## config.mk

```make
export PLATFORM = sky130hd
export DESIGN_NAME = trap_csr_unit
export DESIGN_NICKNAME = d
export VERILOG_FILES = /design/src/rtl/trap_csr_unit.sv
export SDC_FILE = /design/constraint.sdc
export NUM_CORES = 1
export LEC_CHECK = 0
export CAP_MARGIN = 20
export CELL_PAD_IN_SITES_DETAIL_PLACEMENT = 1
export CELL_PAD_IN_SITES_GLOBAL_PLACEMENT = 2
export CORE_MARGIN = 2
export CORE_UTILIZATION = 24
export DETAILED_ROUTE_END_ITERATION = 12
export GPL_ROUTABILITY_DRIVEN = 0
export PLACE_DENSITY_LB_ADDON = 0.25
export SLEW_MARGIN = 20
export SYNTH_ARGS = -nofsm -noshare
export SYNTH_HDL_FRONTEND = slang
export SYNTH_SLANG_ARGS = --single-unit
```

## constraint.sdc

```tcl
create_clock -name clock -period 3 [get_ports clock]
set_input_delay 0.75 -clock clock [delete_from_list [all_inputs] [get_ports clock]]
set_output_delay 0.75 -clock clock [all_outputs]
set_load 0.02 [all_outputs]
```

## src/rtl/trap_csr_unit.sv

```systemverilog
// trap_csr_unit: machine trap-entry block holding mcause, mepc, mtval and mtvec.
// Prioritises synchronous exceptions over interrupts, latches the winning trap,
// holds it until the pipeline reports flush_done_in, then commits it to the CSRs
// and pulses a fetch redirect to the trap vector. Also redirects fetch to mepc
// one cycle after an mret retires.
//
// Ports:
//   clock, rst_in            rising-edge clock, synchronous active-high reset
//   exc_req_in [NUM_EXC]     exception requests (source i -> cause i)
//   irq_in [NUM_INT]         level interrupts (line j -> cause 4*j+3)
//   irq_en_in                global interrupt enable
//   pc_in, tval_in           faulting PC and trap value
//   flush_done_in            pipeline drained, trap may commit
//   mret_in                  mret retiring
//   wr_en_in, csr_addr_in, data_wr_in   CSR write port
//   csr_rd_data_out, csr_hit_out        combinational CSR read port
//   mcause_out, mepc_out, mtval_out, mtvec_out, cause_out, int_or_exc_out
//   trap_pending_out         trap latched, waiting for flush
//   redirect_valid_out, redirect_pc_out fetch redirect pulse and target
module trap_csr_unit #(
    parameter int unsigned     XLEN      = 32,
    parameter int unsigned     CAUSE_W   = 4,
    parameter int unsigned     NUM_EXC   = 8,
    parameter int unsigned     NUM_INT   = 3,
    parameter logic [XLEN-1:0] RESET_VEC = '0,
    parameter logic [11:0]     MCAUSE    = 12'h342,
    parameter logic [11:0]     MEPC      = 12'h341,
    parameter logic [11:0]     MTVAL     = 12'h343,
    parameter logic [11:0]     MTVEC     = 12'h305
) (
    input  logic               clock,
    input  logic               rst_in,
    input  logic [NUM_EXC-1:0] exc_req_in,
    input  logic [NUM_INT-1:0] irq_in,
    input  logic               irq_en_in,
    input  logic [XLEN-1:0]    pc_in,
    input  logic [XLEN-1:0]    tval_in,
    input  logic               flush_done_in,
    input  logic               mret_in,
    input  logic               wr_en_in,
    input  logic [11:0]        csr_addr_in,
    input  logic [XLEN-1:0]    data_wr_in,
    output logic [XLEN-1:0]    csr_rd_data_out,
    output logic               csr_hit_out,
    output logic [XLEN-1:0]    mcause_out,
    output logic [XLEN-1:0]    mepc_out,
    output logic [XLEN-1:0]    mtval_out,
    output logic [XLEN-1:0]    mtvec_out,
    output logic [CAUSE_W-1:0] cause_out,
    output logic               int_or_exc_out,
    output logic               trap_pending_out,
    output logic               redirect_valid_out,
    output logic [XLEN-1:0]    redirect_pc_out
);

    typedef enum logic [1:0] {IDLE, HOLD, COMMIT} state_t;

    state_t state_q, state_d;

    logic               exc_any, irq_any, req;
    logic [CAUSE_W-1:0] exc_code, int_code;

    logic [CAUSE_W-1:0] lat_code;
    logic               lat_int;
    logic [XLEN-1:0]    lat_pc, lat_tval;

    logic [CAUSE_W-1:0] mcause_code;
    logic               mcause_int;
    logic [XLEN-1:0]    mepc_q, mtval_q, mtvec_q;
    logic               mret_q;

    logic               commit_edge;
    logic               wr_mcause, wr_mepc, wr_mtval, wr_mtvec;

    // Exceptions: lowest index wins (scan high to low, last hit sticks).
    // Interrupts: highest index wins (scan low to high, last hit sticks).
    always_comb begin
        exc_any  = |exc_req_in;
        irq_any  = irq_en_in & (|irq_in);
        req      = exc_any | irq_any;
        exc_code = '0;
        int_code = '0;
        for (int unsigned i = 0; i < NUM_EXC; i++) begin
            if (exc_req_in[NUM_EXC-1-i])
                exc_code = CAUSE_W'(NUM_EXC-1-i);
        end
        for (int unsigned j = 0; j < NUM_INT; j++) begin
            if (irq_in[j])
                int_code = CAUSE_W'(4*j+3);
        end
    end

    always_comb begin
        state_d = state_q;
        case (state_q)
            IDLE:    if (req) state_d = HOLD;
            HOLD:    if (flush_done_in) state_d = COMMIT;
            COMMIT:  state_d = IDLE;
            default: state_d = IDLE;
        endcase
    end

    assign commit_edge = (state_q == HOLD) && flush_done_in;
    assign wr_mcause   = wr_en_in && (csr_addr_in == MCAUSE);
    assign wr_mepc     = wr_en_in && (csr_addr_in == MEPC);
    assign wr_mtval    = wr_en_in && (csr_addr_in == MTVAL);
    assign wr_mtvec    = wr_en_in && (csr_addr_in == MTVEC);

    always_ff @(posedge clock) begin
        if (rst_in) begin
            state_q     <= IDLE;
            lat_code    <= '0;
            lat_int     <= 1'b0;
            lat_pc      <= '0;
            lat_tval    <= '0;
            mcause_code <= '0;
            mcause_int  <= 1'b0;
            mepc_q      <= '0;
            mtval_q     <= '0;
            mtvec_q     <= RESET_VEC;
            mret_q      <= 1'b0;
        end else begin
            state_q <= state_d;
            mret_q  <= (state_q == IDLE) && mret_in && !req;

            if (state_q == IDLE && req) begin
                lat_code <= exc_any ? exc_code : int_code;
                lat_int  <= !exc_any;
                lat_pc   <= pc_in;
                lat_tval <= exc_any ? tval_in : '0;
            end

            // A committing trap overrides a same-edge software write.
            if (commit_edge) begin
                mcause_code <= lat_code;
                mcause_int  <= lat_int;
                mepc_q      <= lat_pc;
                mtval_q     <= lat_tval;
            end else begin
                if (wr_mcause) begin
                    mcause_code <= data_wr_in[CAUSE_W-1:0];
                    mcause_int  <= data_wr_in[XLEN-1];
                end
                if (wr_mepc)  mepc_q  <= {data_wr_in[XLEN-1:2], 2'b00};
                if (wr_mtval) mtval_q <= data_wr_in;
            end

            // Modes 2/3 are reserved: keep the current mode, still take the base.
            if (wr_mtvec) begin
                mtvec_q[XLEN-1:2] <= data_wr_in[XLEN-1:2];
                if (!data_wr_in[1])
                    mtvec_q[1:0] <= data_wr_in[1:0];
            end
        end
    end

    assign mcause_out     = {mcause_int, {(XLEN-1-CAUSE_W){1'b0}}, mcause_code};
    assign mepc_out       = mepc_q;
    assign mtval_out      = mtval_q;
    assign mtvec_out      = mtvec_q;
    assign cause_out      = mcause_code;
    assign int_or_exc_out = mcause_int;

    assign trap_pending_out   = (state_q == HOLD);
    assign redirect_valid_out = (state_q == COMMIT) || mret_q;

    always_comb begin
        redirect_pc_out = '0;
        if (state_q == COMMIT) begin
            redirect_pc_out = {mtvec_q[XLEN-1:2], 2'b00};
            if (mtvec_q[1:0] == 2'b01 && lat_int)
                redirect_pc_out = redirect_pc_out + XLEN'({lat_code, 2'b00});
        end else if (mret_q) begin
            redirect_pc_out = mepc_q;
        end
    end

    always_comb begin
        csr_hit_out     = 1'b1;
        csr_rd_data_out = '0;
        case (csr_addr_in)
            MCAUSE:  csr_rd_data_out = mcause_out;
            MEPC:    csr_rd_data_out = mepc_q;
            MTVAL:   csr_rd_data_out = mtval_q;
            MTVEC:   csr_rd_data_out = mtvec_q;
            default: csr_hit_out     = 1'b0;
        endcase
    end

endmodule

```

==> impl_metrics.tcl, run 1 <==
set metrics [dict create \
    status "finished with violations" \
    violations "negative setup slack" \
    areaGrowthSynthToFinish_pct 64.20 \
    numCtsBuffers 17 \
    portBuffers 296 \
    setup_viol 45 \
    layout_min_cycle_time_ns 3.324 \
    crit_path_end_kind "output pin" \
    nets 1563 \
    switchingPower_uw 1653 \
    p_seq_share_pct 42.5 \
    core_sq_um 35400 \
    cp.arrival_ns 2.57 \
    power_uw 6025 \
    cts_tree "yes" \
    slew_violations 0 \
    fin_ws_ns -0.3243 \
    ioPinCount 325 \
    antenna_found_initial 5 \
    final_antenna_net_count 0 \
    netlist_area_sq_um 8581 \
    tightest_slew_ns 0.5002 \
    synth_edf_count 0 \
    wl_mm 41.79 \
    vdd_drop_max_v 0.0003759 \
    hp-class "reg -> reg" \
    via_per_inst 4.956 \
    power.leakage_uw 0.005463 \
    startpoint_type "flop" \
    p_per_area_nw_per_um2 427.6 \
    layout_common_cells "clkdlybuf4s50_1, nand2_1, dfxtp_1" \
    die_h_microns 193.1 \
    clk_latency_ns 0.44 \
    clockPowerShare_pct 41.4 \
    first_global_vias 9564 \
    switching_share_pct 27.43 \
    clock_path_buffers 2 \
    mostFrequentLayoutCell "clkdlybuf4s50_1" \
    die_x_microns 193.1 \
    ys_seq_area_share_pct 40.13 \
    via_count 9452 \
    clock-sinks 172 \
    synth.avg_cell_area_sq_um 7.843 \
    synth_cell_type_count 50 \
    cts-root-buf "clkbuf_16" \
    rows 69 \
    htreeDepth 4 \
    internal_power_uw 4372 \
    fmax_ghz 0.3008 \
    hold_viol 0 \
    power_frac_comb_pct 16.1 \
    period_share_pct 110.8 \
    rsz0062_at_grt "true" \
    start_util_pct 24.24 \
    first_iter_violations 536 \
    worstPathMaxFanout 4 \
    dp_hpwl_mm 28.94 \
    grt_max_degree 74 \
    grt_use_total_pct 21.95 \
    skew_ns 0.009062 \
    synth_flop_cell "dfxtp_1" \
    hold_buffers 0 \
    final_layout_size_suffix_gt1_share_pct 20.55 \
    drc 0 \
    drt-pass1-iter-count 7 \
    routedWlPerCell_microns 21.91 \
    setup.worst_path.class "reg -> out" \
    max_cap_violations 0 \
    cp.required_ns 2.25 \
    grt_overflow_total 0 \
    netlist_instances 1094 \
    grt_pass1_wl_mm 60.86 \
    relSlewSlack_pct 66.66 \
    async_reset_ff_share_pct 0 \
    setup_tns_ns -5.704 \
    clkTransAtPathRegs_ns 0.06 \
    die_area_sq_um 37280 \
    synth_warnings 0 \
    ys_seq_elements 172 \
]
==> cells by family after synthesis <==
kind of cell               synth area share, %
AOI/OAI and AO/OA                        20.02
xor gates and xnor gates                 2.858
adders and majority gates               0.8166
buffers and inverters                    8.778
DFF                                      40.13
muxes                                    5.016
other                                  0.04370
and+or+nand+nor                          22.34
==> power by group through the flow <==
stage	clock (uW)	sequential [uW]	combinational, uW
after floorplan	0	2640	409
after global placement	0	2600	958
after detailed placement	0	2610	968
after CTS	2560	2560	973
after global routing	2640	2580	1050
final	2500	2560	971
==> area by class of cell <==
type / count / area [sq um]
fill: 4137 / 21310
multi-input combinational: 789 / 4917
clock buffer: 21 / 450.4
sequential: 172 / 3460
clock inverter: 10 / 190.2
inverter: 34 / 127.6
antenna: 1 / 2.502
timing repair buffer: 419 / 4365
tap: 461 / 576.8
==> worst paths after layout <==
check,startpoint,end,slack (ns),cells past startpoint
max reg2reg,state_q[0],mepc_out[23],1.34,5
max,lat_code[0],redirect_pc_out[24],-0.32,10
min,lat_pc[22],lat_pc[22],0.46,2
min reg2reg,lat_pc[22],lat_pc[22],0.46,2
==> flip-flops by register name, indices dropped and copies added, names as in the netlist <==
name,cells
lat_pc,32
lat_tval,32
mtvec_out,31
mret_q,1
mepc_out,32
mtval_out,32
cause_out,4
state_q,2
lat_code,4
int_or_exc_out,1
lat_int,1
==> worst max-delay path: stages (launching register included) <==
cell       delay [ns]
dfxtp_4          0.36
ha_4             0.17
fa_2             0.36
a211o_1          0.27
o211ai_1         0.14
clkbuf_16        0.21
buf_12           0.11
nor4_1           0.05
xnor2_1          0.14
o21ai_1          0.15
buf_4            0.17
==> synth_stat cells, types with 2 or more instances <==
library cell | number | area (sq um)
nor3b_1 | 3 | 22.52
and3_1 | 3 | 18.77
mux2i_1 | 43 | 430.4
buf_4 | 33 | 247.7
nor4_1 | 10 | 62.56
a222oi_1 | 27 | 270.3
o21ai_1 | 2 | 10.01
a22oi_1 | 32 | 240.2
nor4_4 | 2 | 42.54
nor2b_1 | 3 | 18.77
buf_6 | 3 | 33.78
xnor2_1 | 27 | 236.5
buf_2 | 5 | 25.02
buf_1 | 5 | 18.77
ha_1 | 4 | 50.05
and2_1 | 5 | 31.28
nand3_1 | 43 | 215.2
dfxtp_1 | 172 | 3443
nor3_1 | 8 | 40.04
a21oi_1 | 74 | 370.4
a211oi_1 | 36 | 270.3
nand4_1 | 8 | 50.05
a221o_1 | 4 | 40.04
a21o_1 | 2 | 15.01
nor4b_1 | 2 | 17.52
a311oi_1 | 33 | 289.0
o21ai_0 | 33 | 165.2
nand2b_1 | 4 | 25.02
nand3b_1 | 3 | 22.52
inv_1 | 34 | 127.6
nor2_1 | 122 | 457.9
o31ai_1 | 2 | 15.01
and4_1 | 5 | 43.79
clkbuf_1 | 80 | 300.3
nand2_1 | 207 | 777.0
==> per-stage QoR <==
stage	std cells	hold slack, ns	cell area (sq um)	util, %	worst slack (ns)
2_1_floorplan	1121	0.4321	8720	-	0.004707
3_3_place_gp	1845	0.4432	12620	35.65	-0.8473
4_1_cts	1901	0.4596	13880	39.22	-0.4555
3_5_place_dp	1845	0.4496	12620	35.65	-0.9164
6_report	1907	0.4577	14090	39.81	-0.3243
5_1_grt	1906	0.4757	14090	39.80	-0.4189
==> routing by layer <==
metal  routed length, microns  global-route usage, %  up-vias
met5                       46                      0        -
met4                      604                  4.400        8
met3                     2096                  4.145       31
met2                    19590                  35.93      222
met1                    19460                  30.11     4718
li1                         -                      -     4473
==> what timing repair did <==
action | 4_1_cts | 5_1_grt
cloned | 4 | 2
pin swaps | 25 | 29
endpoints found under the setup margin | 63 | 61
hold endpoints to repair | 0 | 0
gates resized for setup | 400 | 45
buffers inserted | 22 | 9
(Power assumes the default switching activity.)
==> inputs of run 2 (changes only) <==
--- a/config.mk
+++ b/config.mk
@@ -8,7 +8,6 @@
 export CAP_MARGIN = 20
 export CELL_PAD_IN_SITES_DETAIL_PLACEMENT = 1
 export CELL_PAD_IN_SITES_GLOBAL_PLACEMENT = 2
-export CORE_MARGIN = 2
 export CORE_UTILIZATION = 24
 export DETAILED_ROUTE_END_ITERATION = 12
 export GPL_ROUTABILITY_DRIVEN = 0
==> constraint.sdc (replaced) <==
create_clock -name clock -period 3 [get_ports clock]
set_input_delay 0.75 -clock clock [delete_from_list [all_inputs] [get_ports clock]]
set_output_delay 0.75 -clock clock [all_outputs]
set_load 0.005 [all_outputs]
==> run 2 against run 1 <==
Compared with the run above:
- the run still ends with negative setup slack left
- clock-buffer cell count decreased by 4
- sequential power about the same
- final cell count decreased by 0.31%
- register-to-register slack got worse by 0.26 ns
- core utilization decreased by 0.96 points
- combinational power decreased by 10%
==> impl_metrics.tcl, run 2 (same netlist as run 1, synthesis figures left out) <==
set metrics [dict create \
    hold_start "lat_pc[29]" \
    grt_pass1_wl_mm 60.90 \
    tightest_slew_ns 0.6006 \
    htreeDepth 4 \
    relSlewSlack_pct 59.96 \
    layout_min_cycle_time_ns 3.341 \
    via_per_inst 4.928 \
    layout_common_cells "clkdlybuf4s50_1, nand2_1, dfxtp_1" \
    drt-pass1-iter-count 7 \
    core_sq_um 34880 \
    drc 0 \
    reg2reg_to "mtval_out[30]" \
    violations "negative setup slack" \
    setup_viol 21 \
    start_util_pct 24.60 \
    hold_viol 0 \
    rsz0062_at_grt "true" \
    startpoint "lat_code[0]" \
    holdPathStages 2 \
    fmax_ghz 0.2993 \
    mostFrequentLayoutCell "clkdlybuf4s50_1" \
    vdd_drop_max_v 0.0003890 \
    startpoint_type "flop" \
    p_per_area_nw_per_um2 420.7 \
    design_area_sq_um 13550 \
    r2r_slack_ns 1.08 \
    fillCellCount 4209 \
    cp.arrival_ns 2.59 \
    grt_max_degree 72 \
    cts_tree "yes" \
    cts-root-buf "clkbuf_16" \
    routedWlPerCell_microns 21.94 \
    r2r_cells 5 \
    hold_buffers 0 \
    multi_input_area_sq_um 4908 \
    grt_use_total_pct 22.40 \
    finalNonFillerCells 1901 \
    crit_path_top_delay_cell "dfxtp_4" \
    critPathMaxStageDelay_ns 0.37 \
    place_area_sq_um 12520 \
    clkTransAtPathRegs_ns 0.07 \
    final_antenna_net_count 0 \
    numCtsBuffers 17 \
    first_iter_violations 806 \
    via_count 9368 \
    antenna_found_initial 4 \
    path_cells "ha_4, fa_2, a211o_1, o211ai_1, buf_4, buf_6, buf_6, nor3_2, xnor2_1, o21ai_1, buf_2" \
    final_layout_size_suffix_gt1_share_pct 19.75 \
    worstPathMaxFanout 4 \
    status "finished with violations" \
    portBuffers 296 \
    slew_violations 0 \
    die_x_microns 191.1 \
    nets 1560 \
    fin_hold_ws_ns 0.4629 \
    cp_common_cell "buf_6" \
    dp.cells 1836 \
    die_area_sq_um 36510 \
    period_share_pct 111.4 \
    path_delay_family "compound AO/OA/AOI/OAI gates" \
    areaGrowthSynthToFinish_pct 57.90 \
    clock_path_buffers 2 \
    skew_ns 0.01186 \
    ff_latch_area_sq_um 3460 \
    first_global_vias 9392 \
    die_h_microns 191.1 \
    fin_ws_ns -0.3410 \
    clock-sinks 172 \
    wl_mm 41.71 \
    dp_hpwl_mm 30.52 \
    clk_latency_ns 0.44 \
    hp-class "reg -> reg" \
    ioPinCount 325 \
    rows 68 \
    cp.required_ns 2.25 \
    min_to "lat_pc[29]" \
    max_cap_violations 0 \
    setup.worst_path.class "reg -> out" \
    crit_buf_inv 4 \
    grt_overflow_total 0 \
    crit_path_end_kind "output pin" \
    power.leakage_uw 0.005409 \
    rr_startpoint "state_q[0]" \
]
-- run 2: cell count changes in the layout (fill, tap and decap cells not counted), sizes merged --
cell,previous run,this run
dlymetal6s2s,0,1
clkinv,2,4
dlygate4sd2,4,6
inv,34,41
clkdlybuf4s15,3,2
bufinv,5,1
buf,188,179
diode,1,3
-- run 2: routing by layer --
metal | global-route usage [%] | up-vias | part of all wire, %
li1 | - | 4470 | -
met1 | 31.63 | 4598 | 48
met2 | 35.16 | 272 | 46
met3 | 3.488 | 26 | 5.0
met4 | 5.830 | 2 | 1.5
met5 | 0 | - | 0.041
-- run 2: what timing repair did --
action	in CTS	in global routing
setup endpoints to repair	63	57
pin swaps	56	49
buffers inserted	26	10
gates resized for setup	358	46
cloned	2	0
-- run 2: where the power goes --
| group | switching, uW | internal [uW] | total, uW |
|---|---|---|---|
| registers | 159 | 2430 | 2580 |
| clock network | 1070 | 1180 | 2240 |
| logic | 428 | 443 | 872 |
-- run 2: how the worst max path moves through the flow --
| stage | end | slack (ns) | cells after the start |
|---|---|---|---|
| after detailed placement | csr_rd_data_out[15] | -0.80 | 8 |
| after CTS | redirect_pc_out[12] | -0.34 | 11 |
| final | redirect_pc_out[12] | -0.34 | 11 |
| after global routing | redirect_pc_out[30] | -0.46 | 11 |
| after global placement | csr_rd_data_out[12] | -0.75 | 8 |
| after floorplan | csr_rd_data_out[12] | 0.16 | 6 |
-- run 2: final cells by class --
type                       count  area share [%]
multi-input combinational    789           36.23
timing repair buffer         416           28.75
clock inverter                15           1.154
antenna                        3         0.05541
tap                          455           4.202
sequential                   172           25.53
inverter                      34          0.9419
clock buffer                  17           3.140
-- run 2: tightest hold or removal path, cell delays in order, from the launching register on --
cell     delay (ns)
dfxtp_1        0.32
nand2_1        0.05
a21oi_1        0.05
-- run 2: stage by stage --
step	TNS [ns]	setup WS [ns]	util (%)	power, uW
finish	-3.702	-0.3410	38.84	5700
global route	-6.653	-0.4629	38.84	5919
CTS	-4.697	-0.3352	38.72	5740
detailed placement	-29.62	-0.7960	35.89	3496
global placement	-28.77	-0.7471	35.89	3485
floorplan	0	0.1597	-	2940
==> inputs of run 3 (changes only) <==
--- a/config.mk
+++ b/config.mk
@@ -5,10 +5,10 @@
 export SDC_FILE = /design/constraint.sdc
 export NUM_CORES = 1
 export LEC_CHECK = 0
-export CAP_MARGIN = 20
 export CELL_PAD_IN_SITES_DETAIL_PLACEMENT = 1
 export CELL_PAD_IN_SITES_GLOBAL_PLACEMENT = 2
 export CORE_UTILIZATION = 24
+export CTS_CLUSTER_DIAMETER = 30
 export DETAILED_ROUTE_END_ITERATION = 12
 export GPL_ROUTABILITY_DRIVEN = 0
 export PLACE_DENSITY_LB_ADDON = 0.25
==> results of run 3 <==
Same layout as run 2: the final DEF is identical, and so are final timing and power.
